$ cat src/rtl/lcd_text_writer.sv
// 4-bit HD44780-style LCD driver: power-up init, then rewrites both 16-character
// lines from a snapshot of strdata on each refresh request.
module lcd_text_writer #(
  parameter int POWERUP_CYC  = 750000,
  parameter int EN_PW_CYC    = 12,
  parameter int NIB_GAP_CYC  = 50,
  parameter int CMD_WAIT_CYC = 2000,
  parameter int CLR_WAIT_CYC = 82000
) (
  input  logic         CCLK,
  input  logic         rst,
  input  logic         cls,
  input  logic [255:0] strdata,
  output logic         busy,
  output logic         LCDE,
  output logic         LCDRS,
  output logic         LCDRW,
  output logic [3:0]   LCDDAT
);

  localparam int MAX_A   = (POWERUP_CYC > CLR_WAIT_CYC) ? POWERUP_CYC : CLR_WAIT_CYC;
  localparam int MAX_B   = (CMD_WAIT_CYC > NIB_GAP_CYC) ? CMD_WAIT_CYC : NIB_GAP_CYC;
  localparam int MAX_C   = (MAX_A > MAX_B) ? MAX_A : MAX_B;
  localparam int MAX_CYC = (MAX_C > EN_PW_CYC + 5) ? MAX_C : EN_PW_CYC + 5;
  localparam int CNT_W   = $clog2(MAX_CYC + 1);

  localparam logic [5:0] LAST_INIT = 6'd7;
  localparam logic [5:0] LAST_REF  = 6'd33;

  typedef enum logic [2:0] {S_PWR, S_INIT, S_IDLE, S_LOAD, S_SEND, S_WAIT} state_t;

  state_t           state, state_nx;
  logic [CNT_W-1:0] cnt;
  logic [5:0]       idx;          // init item 0..7 or refresh byte 0..33
  logic             in_init;
  logic             low_phase;
  logic             pending;
  logic [255:0]     snap;

  logic [7:0]       init_byte, cur_char, cur_byte;
  logic [4:0]       ci;
  logic [3:0]       nib;
  logic             rs, single_nib, in_gap, send_done, cnt_done;
  logic [CNT_W-1:0] wait_last;

  assign LCDRW = 1'b0;

  // NOTE: every signal assigned in always_comb gets a default first so no latch is inferred.
  always_comb begin
    init_byte = 8'h00;
    case (idx[2:0])
      3'd0, 3'd1, 3'd2: init_byte = 8'h03;
      3'd3:             init_byte = 8'h02;
      3'd4:             init_byte = 8'h28;
      3'd5:             init_byte = 8'h06;
      3'd6:             init_byte = 8'h0C;
      default:          init_byte = 8'h01;
    endcase

    // Refresh bytes 1..16 are characters 0..15, bytes 18..33 are characters 16..31.
    ci       = idx[4:0] - ((idx >= 6'd18) ? 5'd2 : 5'd1);
    cur_char = snap[{~ci, 3'b000} +: 8];

    if (in_init)           cur_byte = init_byte;
    else if (idx == 6'd0)  cur_byte = 8'h80;
    else if (idx == 6'd17) cur_byte = 8'hC0;
    else                   cur_byte = cur_char;

    single_nib = in_init && (idx < 6'd4);
    nib        = (single_nib || low_phase) ? cur_byte[3:0] : cur_byte[7:4];
    rs         = !in_init && (idx != 6'd0) && (idx != 6'd17);
    in_gap     = !single_nib && !low_phase;

    if (in_gap)
      wait_last = CNT_W'(NIB_GAP_CYC - 1);
    else if (in_init && (idx < 6'd4 || idx == LAST_INIT))
      wait_last = CNT_W'(CLR_WAIT_CYC - 1);
    else
      wait_last = CNT_W'(CMD_WAIT_CYC - 1);

    send_done = (cnt == CNT_W'(EN_PW_CYC + 4));
    cnt_done  = (cnt == wait_last);
  end

  always_comb begin
    state_nx = state;
    case (state)
      S_PWR:  if (cnt == CNT_W'(POWERUP_CYC - 1)) state_nx = S_INIT;
      S_INIT: state_nx = (idx > LAST_INIT) ? S_IDLE : S_SEND;
      S_IDLE: if (pending) state_nx = S_LOAD;
      S_LOAD: state_nx = S_SEND;
      S_SEND: if (send_done) state_nx = S_WAIT;
      S_WAIT: begin
        if (cnt_done) begin
          if (in_gap)               state_nx = S_SEND;
          else if (in_init)         state_nx = S_INIT;
          else if (idx == LAST_REF) state_nx = S_IDLE;
          else                      state_nx = S_SEND;
        end
      end
      default: state_nx = S_PWR;
    endcase
    busy = !(state == S_IDLE && !pending);
  end

  always_ff @(posedge CCLK) begin
    if (rst) state <= S_PWR;
    else     state <= state_nx;
  end

  // Strobe frame in S_SEND: cnt 0 loads the nibble, 1-2 setup, EN_PW_CYC high, then 2 hold.
  always_ff @(posedge CCLK) begin
    if (rst) begin
      cnt       <= '0;
      idx       <= '0;
      in_init   <= 1'b1;
      low_phase <= 1'b0;
      pending   <= 1'b0;
      LCDE      <= 1'b0;
      LCDRS     <= 1'b0;
      LCDDAT    <= 4'h0;
    end else begin
      if (cls)                            pending <= 1'b1;
      else if (state == S_IDLE && pending) pending <= 1'b0;

      if (state_nx != state)
        cnt <= '0;
      else if (state == S_PWR || state == S_SEND || state == S_WAIT)
        cnt <= cnt + CNT_W'(1);

      case (state)
        S_PWR: begin
          idx     <= '0;
          in_init <= 1'b1;
        end
        S_INIT: low_phase <= 1'b0;
        S_LOAD: begin
          idx       <= '0;
          in_init   <= 1'b0;
          low_phase <= 1'b0;
        end
        S_SEND: begin
          if (cnt == '0) begin
            LCDDAT <= nib;
            LCDRS  <= rs;
          end
          if (cnt == CNT_W'(2))             LCDE <= 1'b1;
          if (cnt == CNT_W'(EN_PW_CYC + 2)) LCDE <= 1'b0;
        end
        S_WAIT: begin
          if (cnt_done) begin
            if (in_gap) begin
              low_phase <= 1'b1;
            end else begin
              low_phase <= 1'b0;
              idx       <= idx + 6'd1;
            end
          end
        end
        default: ;
      endcase
    end
  end

  // NOTE: the snapshot is deliberately left out of reset; it is only read after S_LOAD fills it.
  always_ff @(posedge CCLK) begin
    if (state == S_LOAD) snap <= strdata;
  end

endmodule

$ cat config.mk
export PLATFORM = sky130hd
export DESIGN_NAME = lcd_text_writer
export DESIGN_NICKNAME = d
export VERILOG_FILES = /design/src/rtl/lcd_text_writer.sv
export SDC_FILE = /design/constraint.sdc
export NUM_CORES = 1
export LEC_CHECK = 0
export BUFFER_PORTS_ARGS = -buffer_cell sky130_fd_sc_hd__clkbuf_2
export CELL_PAD_IN_SITES_DETAIL_PLACEMENT = 0
export CELL_PAD_IN_SITES_GLOBAL_PLACEMENT = 1
export CORE_UTILIZATION = 45
export CTS_CLUSTER_DIAMETER = 100
export DETAILED_ROUTE_END_ITERATION = 12
export PLACE_DENSITY = 0.89
export REMOVE_ABC_BUFFERS = 1
export SETUP_SLACK_MARGIN = 0.4
export SKIP_CTS_REPAIR_TIMING = 1
export SLEW_MARGIN = 20
export SYNTH_ARGS = -nofsm -noshare
export SYNTH_HDL_FRONTEND = slang
export SYNTH_SLANG_ARGS = --single-unit
$ cat constraint.sdc
create_clock -name CCLK -period 9.9 [get_ports CCLK]
set_input_delay 2.475 -clock CCLK [delete_from_list [all_inputs] [get_ports CCLK]]
set_output_delay 2.475 -clock CCLK [all_outputs]
set_load 0.01 [all_outputs]
After elaboration in Yosys (flattened, before gate mapping) --
Cells that the tools add are included.
Word-level totals: input bits 259, register bits 294, output and inout port bits 8
Operators by class: add/subtract/negate cells 3, $lt $le $gt $ge 3, muxes and demuxes 28, equal/unequal tests 23, shifts and indexed selects 1, bitwise gates (word level) 1, reduce and logical (&&, ||, !) cells 34
Operator list (count):
- $shiftx 256x9->8 | 1
- $mux 17 | 2
- $pmux 6 s5 | 1
- $mux 3 | 8
- $mux 8 | 3
- $add 20x1->20 const B | 1
- $eq 20x2->1 const B | 1
- $eq 20x20->1 | 1
- $eq 20x20->1 const B | 1
- $eq 20x4->1 const B | 1
- $eq 20x5->1 const B | 1
- $logic_not 20->1 | 1
- $pmux 3 s6 | 1
- $eq 3x3->1 const B | 5
- $eq 3x2->1 const B | 4
- $mux 6 | 2
- $pmux 6 s2 | 1
- $reduce_bool 2->1 | 5
- $logic_and 1x1->1 | 7
- $add 6x1->6 const B | 1
- $eq 3x1->1 const B | 2
- $eq 6x3->1 const B | 1
- $eq 6x5->1 const B | 1
- $eq 6x6->1 const B | 1
- other kinds (21) | 40

Longest topological paths before layout --
depth after elaboration 10, gate-level depth with buffers 17, depth with buffers taken out 14

Worst setup path before layout --
Ideal clock, no wire load.
path kind register to register, from register state[0], to register in_init, setup slack 2.431 ns, path buffers 1, data arrival time 7.070 ns, data required time 9.501 ns, stages on the path, launching flop included 5, cells stage by stage dfxtp_1 clkbuf_1 nor2b_1 and2_1 o221ai_1
Between the ends: word-level cells in the longest chain between the ends 2
RTL lines:
- from (decl) | RTL line 32 | state_t state, state_nx;
- from (signal assigned) | RTL line 108 | else state <= state_nx;
- $eq 3x2->1 / $logic_not 3->1 (equally long branches) | RTL line 131 | case (state)
- $pmux 1 s2 / $reduce_bool 2->1 (equally long branches)
- to (signal assigned) | RTL line 116 | in_init <= 1'b1;
- to (signal assigned) | RTL line 134 | in_init <= 1'b1;
- to (signal assigned) | RTL line 139 | in_init <= 1'b0;
- to (decl) | RTL line 35 | logic in_init;
Several ways; a longest one is shown, not always the timed one. A chain may end at the register's enable or synchronous reset.

Worst setup path after layout --
from register idx[0], to register LCDDAT[0]
Between the ends: word-level cells in the longest chain between the ends 9
RTL lines:
- from (decl) | RTL line 34 | logic [5:0] idx;
- from (signal assigned) | RTL line 156 | idx <= idx + 6'd1;
- $ge 6x5->1 | RTL line 61 | ci = idx[4:0] - ((idx >= 6'd18) ? 5'd2 : 5'd1);
- $mux 2 | RTL line 61
- $sub 5x2->5 | RTL line 61
- $not 5->5 | RTL line 62 | cur_char = snap[{~ci, 3'b000} +: 8];
- $shiftx 256x9->8 | RTL line 62
- $mux 8 | RTL line 66 | else if (idx == 6'd17) cur_byte = 8'hC0;
- $mux 8 | RTL line 65 | else if (idx == 6'd0) cur_byte = 8'h80;
- $mux 8 | RTL line 64 | if (in_init) cur_byte = init_byte;
- $mux 4 (*) | RTL line 70 | nib = (single_nib || low_phase) ? cur_byte[3:0] : cur_byte[7:4];
- to (signal assigned) | RTL line 144 | LCDDAT <= nib;
- to (decl) | RTL line 18 | output logic [3:0] LCDDAT
Mark *: on every way between the ends. The rest lies on a longest branch, timed or not.

==> results.py <==
metrics = {
    "setup_path": {
        "worstSetupEndpointType": "flip-flop",
        "slowest_stage": "fa_4",
        "crit_buf_inv": 3,
        "path_max_fanout": 36,
        "critPathLaunchType": "flip-flop",
        "crit_type": "flip-flop to flip-flop",
        "worstPathArrival_ps": 5820,
        "cp_data_required_time_ps": 10320,
        "critPathMaxStageDelay_ps": 1090,
        "crit_top_cell": "inv_1",
        "crit_family": "adder cells",
        "r2r_slack_ps": 4500,
        "cp_cell_sequence": "inv_1 -> ha_1 -> or4_1 -> a21oi_1 -> ha_4 -> inv_1 -> fa_4 -> buf_4 -> mux4_1 -> mux4_2 -> mux2i_1 -> nor3_1 -> or3_1",
    },
    "outcome": {
        "status": "complete, no violations",
    },
    "placed_design": {
        "dp_cells": 1285,
        "dpl_cell_area_sq_um": 14000,
        "port_buffers": 265,
        "place_congestion": 0.822,
        "dp_hpwl_microns": 19100,
    },
    "logic_synthesis": {
        "yosysSeqAreaShare_pct": 68.6,
        "async_reset_ff_share_pct": 0,
        "synth_warnings": 0,
        "syn_avg_cell_area_sq_um": 17.4,
        "yosysTopAreaCellShare_pct": 62.4,
        "synth_ff_type": "edfxtp_1",
        "synth_edf_count": 256,
        "ys_top_cells_by_area": "edfxtp_1 62%, mux4_2 12%, dfxtp_1 6.2%",
        "yosys.area.top_type": "edfxtp_1",
        "synth_seq_cells": 294,
        "synthCells": 709,
        "netlist_area_sq_um": 12300,
        "ys_types": 66,
    },
    "floorplanning": {
        "dieWidth_microns": 167,
        "rows": 60,
        "ioPinCount": 267,
        "die_h_microns": 167,
        "start_util_pct": 45.8,
        "die_area_sq_um": 28000,
        "coreArea_sq_um": 26900,
    },
    "global_routing": {
        "grt_max_degree": 94,
        "grt_use_total_pct": 19.2,
        "grt_pass1_vias": 7385,
        "grt_overflow": 0,
        "antenna_found_initial": 0,
        "grt_first_pass_wirelength_microns": 40800,
    },
    "cts": {
        "clockBufferDepth": 3,
        "cts_made_buffers": 30,
        "clock_sinks": 294,
        "clkLatencyLatePin_ps": 540,
        "cts_root_buffer": "clkbuf_16",
        "cts_tree": "built",
        "cts-htree-levels": 1,
        "clk_pin_slew_ps": 60,
    },
    "final_layout": {
        "multi_input_area_sq_um": 3670,
        "diodes": 0,
        "instances_no_fill": 1339,
        "n_fill_cell": 2097,
        "fin_util_pct": 55.5,
        "design_area_sq_um": 14900,
        "area_delta_synth_final_pct": 21.0,
        "nets": 1245,
        "seq_area_sq_um": 8450,
        "drive_gt1_share_pct": 40.3,
    },
    "timing": {
        "setup_tns_ps": 0,
        "grt_setup_unrepaired": "false",
        "period_needed_ps": 5400,
        "slew_violations": 0,
        "post-route-period-util_pct": 54.5,
        "hold_slack_ps": 517,
        "final.setup_skew_ps": 8.77,
        "worst_pin_slew_ps": 1000,
        "final_hold_viol_count": 0,
        "maxSlewHeadroom_pct": 33.0,
        "fmax_mhz": 185,
        "setup_viol_count_final": 0,
    },
    "drt": {
        "wire_per_inst_microns": 19.9,
        "drt_iter0_drc": 481,
        "final_antenna_net_count": 0,
        "via_per_inst": 5.39,
        "drc": 0,
        "dr.pass1.iters": 4,
        "wl_microns": 26700,
        "via_count": 7221,
    },
    "pwr": {
        "powerDensity_nw_per_um2": 166,
        "ir_drop_mv": 0.154,
        "leakage_nw": 5.36,
    },
    "job": {
        "cap_violations": 0,
    },
    "min_path": {
        "hold_path.class": "flip-flop to flip-flop",
    },
}
[synth_stat cells (2+ instances only)]
cell type and n:
edfxtp_1 256, mux4_2 63, nor2_1 49, dfxtp_1 38
nand2_1 28, buf_2 18, mux2i_1 18, nor3_1 17
a21oi_1 16, nand3_1 15, xor2_1 15, inv_1 14
nand4_1 11, xnor2_1 11, clkbuf_1 10, ha_1 9
mux4_1 9, o21ai_0 9, or3_1 7, buf_4 6
nor4_1 6, mux2_2 5, and2_1 4, nand2b_1 4
nor2b_1 4, or2_2 4, a21o_1 3, a31oi_1 3
and4_1 3, nand3b_1 3, nand4b_1 3, nor4_2 3
a2111oi_0 2, a41o_1 2, buf_6 2, nor3b_1 2
o2111ai_1 2, o211a_1 2, o211ai_1 2, o21a_1 2
o21ai_1 2, o221ai_1 2, o311ai_0 2
[through the flow]
stage               setup WS (ps)  power (mW)
CTS                          4480        2.50
floorplan                    2540        1.38
detailed placement           4500        1.44
global placement             4660        1.44
finish                       4500        2.48
global route                 4210        2.55
[cells in the final DEF (no fill, tap or decap), types with 9 or more instances in the layout]
cell / n
clkbuf_16: 31
mux4_1: 9
dfxtp_1: 38
inv_1: 14
nor2_1: 49
edfxtp_1: 256
mux4_2: 63
xnor2_1: 9
mux2i_1: 18
nand2_1: 28
xor2_1: 14
o21ai_0: 9
clkbuf_2: 265
nand4_1: 11
a21oi_1: 16
nor3_1: 17
nand3_1: 15
[worst paths after layout]
path | from | end | cells past startpoint
setup / recovery | idx[0] | LCDDAT[0] | 13
hold / removal | pending | pending | 2
setup reg to reg | idx[0] | LCDDAT[0] | 13
hold reg to reg | pending | pending | 2
[per-layer routing]
| layer | vias to the layer above | routed length (microns) | GRT usage (%) | share of wire (%) |
|---|---|---|---|---|
| met1 | 3523 | 10800 | 24.5 | 40 |
| met5 | - | 0 | 0 | 0 |
| li1 | 3373 | - | - | - |
| met3 | 42 | 1740 | 3.52 | 6.5 |
| met2 | 283 | 13500 | 33.4 | 51 |
| met4 | 0 | 641 | 5.70 | 2.4 |
[sequential cells by signal, indices dropped and copies added, names as in the netlist]
register	cells
state	3
snap	256
pending	1
LCDRS	1
idx	6
cnt	20
LCDDAT	4
in_init	1
low_phase	1
LCDE	1
[cell type report]
cell class                      instances  area share [%]
Inverter                               14           0.352
Tap cell                              341            2.86
Clock inverter                         16           0.864
Multi-Input combinational cell        364            24.6
Sequential cell                       294            56.7
Clock buffer                           38            5.38
Timing Repair Buffer                  272            9.30
[kinds of logic after synthesis]
logic type	Yosys count	synth area share (%)
AO/OA/AOI/OAI	62	3.69
adder cells (fa/ha/maj)	10	1.08
XOR/XNOR	27	1.98
flip-flops	294	68.6
buffers and inverters	51	2.04
other	1	0.0304
multiplexers	95	15.4
AND/OR/NAND/NOR	169	7.27
[tightest hold or removal path, cell delays in order (launching register included)]
cell	delay [ps]
dfxtp_1	330
o21ai_0	80
a21oi_1	60
[power breakdown]
group	internal, mW	leakage, nW	switching [mW]
clock network	0.621	0.448	0.444
registers	1.35	2.61	0.00235
logic	0.0386	2.31	0.0249
total	2.01	5.36	0.472
Note: power is estimated with default switching activity, not from simulation.
